`config.mk`:
```
export PLATFORM = sky130hd
export DESIGN_NAME = prewish_mask_blinker
export DESIGN_NICKNAME = d
export VERILOG_FILES = /design/src/rtl/prewish_pkg.sv /design/src/rtl/prewish_tick_gen.sv /design/src/rtl/prewish_mask_blinker.sv
export SDC_FILE = /design/constraint.sdc
export NUM_CORES = 1
export LEC_CHECK = 0
export CAP_MARGIN = 30
export CORE_MARGIN = 4
export CORE_UTILIZATION = 51
export DETAILED_ROUTE_END_ITERATION = 10
export PLACE_DENSITY_LB_ADDON = 0.08
export SLEW_MARGIN = 20
export SYNTH_ARGS = -nofsm -noshare
export SYNTH_HDL_FRONTEND = slang
export SYNTH_SLANG_ARGS = --single-unit
```
`constraint.sdc`:
```
create_clock -name CLK_I -period 1.8 [get_ports CLK_I]
set_clock_uncertainty 0.1 [all_clocks]
set_input_delay 0.54 -clock CLK_I [delete_from_list [all_inputs] [get_ports CLK_I]]
set_output_delay 0.54 -clock CLK_I [all_outputs]
set_load 0.02 [all_outputs]
```
`src/rtl/prewish_pkg.sv`:
```
// Shared constants for the prewish mentor/blinker strobe link.
// Mask width, FSM encoding and the default prescaler divide.
package prewish_pkg;

  localparam int MASK_W       = 8;
  localparam int IDX_W        = $clog2(MASK_W);
  localparam int TICK_DIV_DEF = 3_000_000;

  typedef enum logic {
    ST_IDLE = 1'b0,
    ST_RUN  = 1'b1
  } state_e;

endpackage

```
`src/rtl/prewish_tick_gen.sv`:
```
// Prescaler: counts 0..TICK_DIV-1 while enabled and pulses o_tick on the last count.
// Disabled or cleared holds the count at 0; a clear suppresses the tick of that cycle.
module prewish_tick_gen #(
  parameter int TICK_DIV = prewish_pkg::TICK_DIV_DEF
) (
  input  logic CLK_I,
  input  logic RST_I,
  input  logic i_en,
  input  logic i_clr,
  output logic o_tick
);

  localparam int            CW   = (TICK_DIV > 1) ? $clog2(TICK_DIV) : 1;
  localparam logic [CW-1:0] LAST = CW'(TICK_DIV - 1);

  logic [CW-1:0] r_cnt;
  logic          w_last;

  assign w_last = (r_cnt == LAST);

  always_ff @(posedge CLK_I or negedge RST_I) begin
    if (!RST_I) begin
      r_cnt <= '0;
    end else if (i_clr || !i_en || w_last) begin
      r_cnt <= '0;
    end else begin
      r_cnt <= r_cnt + 1'b1;
    end
  end

  assign o_tick = i_en & ~i_clr & w_last;

endmodule

```
`src/rtl/prewish_mask_blinker.sv`:
```
// Plays an 8-bit strobed mask on one LED, MSB first, TICK_DIV cycles per bit, repeating.
// Load takes effect after the detecting edge; ACK_O pulses for one cycle per rising STB_I.
module prewish_mask_blinker
  import prewish_pkg::*;
#(
  parameter int TICK_DIV = TICK_DIV_DEF
) (
  input  logic              CLK_I,
  input  logic              RST_I,
  input  logic              STB_I,
  input  logic [MASK_W-1:0] DAT_I,
  output logic              ACK_O,
  output logic              LED_O,
  output logic              RUN_O
);

  localparam logic [IDX_W-1:0] IDX_TOP = IDX_W'(MASK_W - 1);

  state_e            r_state;
  state_e            w_state_nxt;
  logic              r_stb_d;
  logic              r_armed;
  logic              r_ack;
  logic [MASK_W-1:0] r_mask;
  logic [IDX_W-1:0]  r_idx;
  logic              w_load;
  logic              w_tick;
  logic              w_led;
  logic              w_run;

  // r_armed blocks a strobe that was already high when reset released.
  assign w_load = STB_I & ~r_stb_d & r_armed;

  always_ff @(posedge CLK_I or negedge RST_I) begin
    if (!RST_I) begin
      r_stb_d <= 1'b0;
      r_armed <= 1'b0;
      r_ack   <= 1'b0;
    end else begin
      r_stb_d <= STB_I;
      r_armed <= r_armed | ~STB_I;
      r_ack   <= w_load;
    end
  end

  always_ff @(posedge CLK_I or negedge RST_I) begin
    if (!RST_I) begin
      r_mask <= '0;
      r_idx  <= IDX_TOP;
    end else if (w_load) begin
      r_mask <= DAT_I;
      r_idx  <= IDX_TOP;
    end else if (w_tick) begin
      r_idx  <= r_idx - 1'b1;
    end
  end

  prewish_tick_gen #(
    .TICK_DIV (TICK_DIV)
  ) u_tick_gen (
    .CLK_I  (CLK_I),
    .RST_I  (RST_I),
    .i_en   (r_state == ST_RUN),
    .i_clr  (w_load),
    .o_tick (w_tick)
  );

  always_ff @(posedge CLK_I or negedge RST_I) begin
    if (!RST_I) begin
      r_state <= ST_IDLE;
    end else begin
      r_state <= w_state_nxt;
    end
  end

  always_comb begin
    w_state_nxt = r_state;
    if (w_load) begin
      w_state_nxt = (DAT_I != '0) ? ST_RUN : ST_IDLE;
    end
  end

  always_comb begin
    w_run = 1'b0;
    w_led = 1'b0;
    if (r_state == ST_RUN) begin
      w_run = 1'b1;
      w_led = r_mask[r_idx];
    end
  end

  assign ACK_O = r_ack;
  assign LED_O = w_led;
  assign RUN_O = w_run;

endmodule

```
After elaboration in Yosys (flattened, before gate mapping)
Cells that the tools add are included.
{ "classes": {"eq_ne": 1, "bitwise": 8, "n_lt_le_gt_ge": 1, "mux": 8, "n_reduce_logical": 5, "addsub": 2} }
{ "ops": {"columns": ["cell", "n"], "rows": [
  ["$add 22x1->22 const B", 1],
  ["$eq 22x22->1 const B", 1],
  ["$mux 22", 1],
  ["$reduce_bool 8->1", 1],
  ["$mux 3", 2],
  ["$and 1x1->1", 4],
  ["$lt 3x4->1 const B", 1],
  ["$mux 1", 4],
  ["$bmux 1 s3", 1],
  ["$not 1->1", 3],
  ["$sub 3x1->3 const B", 1],
  ["$logic_or 1x1->1", 2],
  ["$reduce_bool 2->1", 1],
  ["$logic_not 1->1", 1],
  ["$or 1x1->1", 1]
]} }
{ "totals": {"elab_cells": 32, "in_bits": 11, "reg_bits": 37} }

Depth between registers and ports, before layout
{ "logic_depth": {"depth_word": 8, "depth_mapped": 6, "mapped_depth_nobuf": 5} }

By module
A second synthesis with hierarchy kept.
{ "hier_totals": {"cells_unflattened": 171, "area_unflattened_um2": 1805.5} }
{ "by_module_without_submodules": {"columns": ["mod", "area_each_um2", "instances", "cells_per_inst"], "rows": [
  ["prewish_tick_gen", 1147.4, 1, 123],
  ["prewish_mask_blinker", 658.1, 1, 48]
]} }

Worst setup path after synthesis
No wires, ideal clock.
{ "synth_timing": {"path_kind": "register to register", "startpoint": "reg u_tick_gen.r_cnt[6]", "endpoint": "reg r_idx[2]", "setup_ns": 0.095, "required_time_ns": 1.605, "arrival_time_ns": 1.748, "period_less_slack_ns": 1.943, "path_slack_ns": -0.143, "path_stages_with_launch": 5, "cell_sequence": "dfrtp_1 > or4b_2 > nor4_2 > and4_1 > o21ai_1"} }
{ "synth_via": {"elab_chain_len": 3} }
{ "synth_lines": {"columns": ["element", "line", "source"], "rows": [
  ["start: declaration", "prewish_tick_gen.sv:16", "logic [CW-1:0] r_cnt;"],
  ["start signal: assignment", "prewish_tick_gen.sv:27", "r_cnt <= r_cnt + 1'b1;"],
  ["$eq 22x22->1", "prewish_tick_gen.sv:19", "assign w_last = (r_cnt == LAST);"],
  ["$and 1x1->1", "prewish_tick_gen.sv:31", "assign o_tick = i_en & ~i_clr & w_last;"],
  ["$reduce_bool 2->1 (no source line)", null, null],
  ["end signal: assignment", "prewish_mask_blinker.sv:54", "r_idx <= r_idx - 1'b1;"],
  ["end: declaration", "prewish_mask_blinker.sv:25", "logic [IDX_W-1:0] r_idx;"]
]} }
No other way between the ends.
A chain may end at the register's enable or synchronous reset.

Worst setup path in the final report
{ "layout_timing": {"startpoint": "reg r_idx[0]", "endpoint": "out LED_O"} }
{ "layout_via": {"elab_chain_len": 3} }
{ "layout_lines": {"columns": ["element", "line", "source"], "rows": [
  ["$bmux 1 s3", "prewish_mask_blinker.sv:88", "w_led = r_mask[r_idx];"],
  ["$mux 1 (implied by the code)", "prewish_mask_blinker.sv:88", null],
  ["$mux 1", "prewish_mask_blinker.sv:86", "if (r_state == ST_RUN) begin"],
  ["end: declaration", "prewish_mask_blinker.sv:13", "output logic LED_O,"]
]} }
No other way between the ends. The select of a mux whose other input is x is not followed.

==> metrics.txt <==
status complete, but fails checks; failing checks setup timing; Clock Sinks 37; Die X-Extent 67.7 um; Worst EP required 1160 ps; Post-Syn Area 1820 um^2; PwrDens 621 nW/um^2; RSZ-0062 raised after global routing true; Max-cap violations 0; clock insertion delay at the later pin of the skew report 340 ps; flops & latches, synth 37; I/O pins 14; gr ovfl total 0; worst slew pin tran 354 ps; H-Tree Depth 2; # nets final 246; cell taking the most area after synthesis dfrtp_1; Inserted Diodes 0; Tmin final 2380 ps; first-pass GRT wire length 6730 um; Initial DRC Count 78; layout cells sized above 1 47.9%; routed vias/inst 5.41; HPWL Detailed 2840 um; vias in the first global route 1526; initial antenna violation count 0; wire per inst 14.7 um; Cell Chain, Critical Path mux4_2 -> mux2i_1 -> nor2_1 -> buf_2; Mean Syn Cell Area 10.7 um^2; Clock Root Buffer clkbuf_4; fin crit share 132%; DP Cell Count 263; CTS clk-pin slew, worst paths 100 ps; Max-slew headroom 76.2%; largest net degree at the start of global routing 38; CP Max Fanout 3; leakage power 1.11 nW; gp weighted congestion 0.802; commonest cells in the netlist dfrtp_1 (34), nor2_1 (17), inv_1 (10), a21oi_1 (9); Post-synth EDFFs 0; Synth top area share 46.8%; Yosys warning total 0; Synth area leaders dfrtp_1 (47%), mux2_2 (5.0%), dfstp_2 (4.3%); via count 1514; final hold vios 0; Num CTS Buffers 5; Cell variety after synth 38; fraction of registers with async set/reset 100%; final wirelength 4120 um; DRC violations left 0; TritonCTS clock tree done; Area Growth Syn to Fin 42.1%; Core ar. 3390 um^2; kind of end point of the critical path primary output; antenna-violating nets left 0; critical path's slowest cell dfstp_2; hold_buf cts 0; worst-case vdd ir drop 0.670 mV; worst setup path category reg2out; fin. max-slew vios 0; Syn Inst Count 170; Main synth FF type dfrtp_1; DR pass1 iterations 4; WP data arrival 1740 ps; worst path bufs/invs 1; setup tns final -962 ps; final worst setup slack -577 ps; CP peak stage delay 570 ps; Die Y-Extent 67.7 um; most frequent cell after synthesis dfrtp_1; Final setup violation count 20; syn_nets 183; class of the worst hold path reg2reg; sequential area share after synthesis 51.1%; port buffer count 13; floorplan row count 21; delay-heaviest family, CP multiplexers; startpoint types flop; die area 4590 um^2; Highest Clock Rate 421 MHz; Initial Utilization 53.7%; post-route insts no fill 280; GRT Total Usage 20.1%; CTS Buffer Depth 2
## sequential cells by signal, summed over array words and instances, names as in the netlist
register	flops
ACK_O	1
r_armed	1
r_idx	3
r_mask	8
r_state	1
r_stb_d	1
u_tick_gen.r_cnt	22
## cells by family after synthesis
logic type / synth area share (%)
AND/OR/NAND/NOR: 22.1
flip-flops: 51.1
AO/OA/AOI/OAI: 7.84
adder cells (fa/ha/maj): 1.38
multiplexers: 7.98
XOR/XNOR: 5.78
buffers and inverters: 3.78
## cells in the final DEF, fill, tap and decap left out, types with 3 or more instances in the layout
cell	instances
buf_4	44
dfrtp_1	31
inv_1	10
clkdlybuf4s50_1	10
xnor2_1	8
nor2_1	8
mux2_2	8
a21oi_2	7
nor2_2	7
nand2_1	6
or4_4	5
nand3_1	5
clkbuf_4	5
o31ai_1	4
or4_1	4
nor4_1	4
xor2_1	4
buf_6	4
nand3_2	3
nand4_1	3
a21oi_1	3
o21ai_0	3
o21ai_1	3
dfstp_2	3
dfrtp_2	3
## worst paths after layout
check | startpoint | to | slack [ps] | depth (start not counted)
max | r_idx[0]$_DFFE_PN1P_ | LED_O | -580 | 4
min | r_armed$_DFF_PN0_ | r_armed$_DFF_PN0_ | 380 | 1
max reg2reg | u_tick_gen.r_cnt[17]$_DFF_PN0_ | r_idx[0]$_DFFE_PN1P_ | -70 | 5
min reg2reg | r_armed$_DFF_PN0_ | r_armed$_DFF_PN0_ | 380 | 1
max in group asynchronous | RST_I | r_idx[0]$_DFFE_PN1P_ | 880 | 2
min in group asynchronous | RST_I | u_tick_gen.r_cnt[11]$_DFF_PN0_ | 450 | 2
## cell type report
class	count	area, um^2
Tap cell	46	57.6
Multi-Input combinational cell	116	968
Fill cell	235	805
Sequential cell	37	933
Timing Repair Buffer	63	529
Clock buffer	8	58.8
Inverter	10	37.5
## power by group
group | switching (mW) | internal, mW
sequential | 0.0272 | 0.873
combinational | 0.118 | 0.135
clock | 0.259 | 0.193
## metrics by stage
step | setup slack (ps) | util [%] | power, mW | hold slack [ps] | area (um^2)
finish | -577 | 76.3 | 1.60 | 381 | 2580
global route | -692 | 76.3 | 1.69 | 423 | 2580
CTS | -598 | 73.0 | 1.59 | 384 | 2470
detailed placement | -605 | 69.1 | 1.14 | 357 | 2340
global placement | -598 | 69.1 | 1.13 | 351 | 2340
floorplan | -125 | - | 1.02 | 144 | 1890
## routing by layer
metal	track usage, %	wire, um	vias up
met2	34.9	2160	23
met5	0	0	-
met1	23.5	1750	749
met3	6.66	155	5
met4	6.08	49	0
li1	-	-	737
## what timing repair did
action	in CTS	in global routing
gates cloned	0	1
pin swaps	13	12
gates resized for setup	22	26
setup endpoints to repair	28	27
setup buffers	4	4
Note: power is estimated with default switching activity, not from simulation.
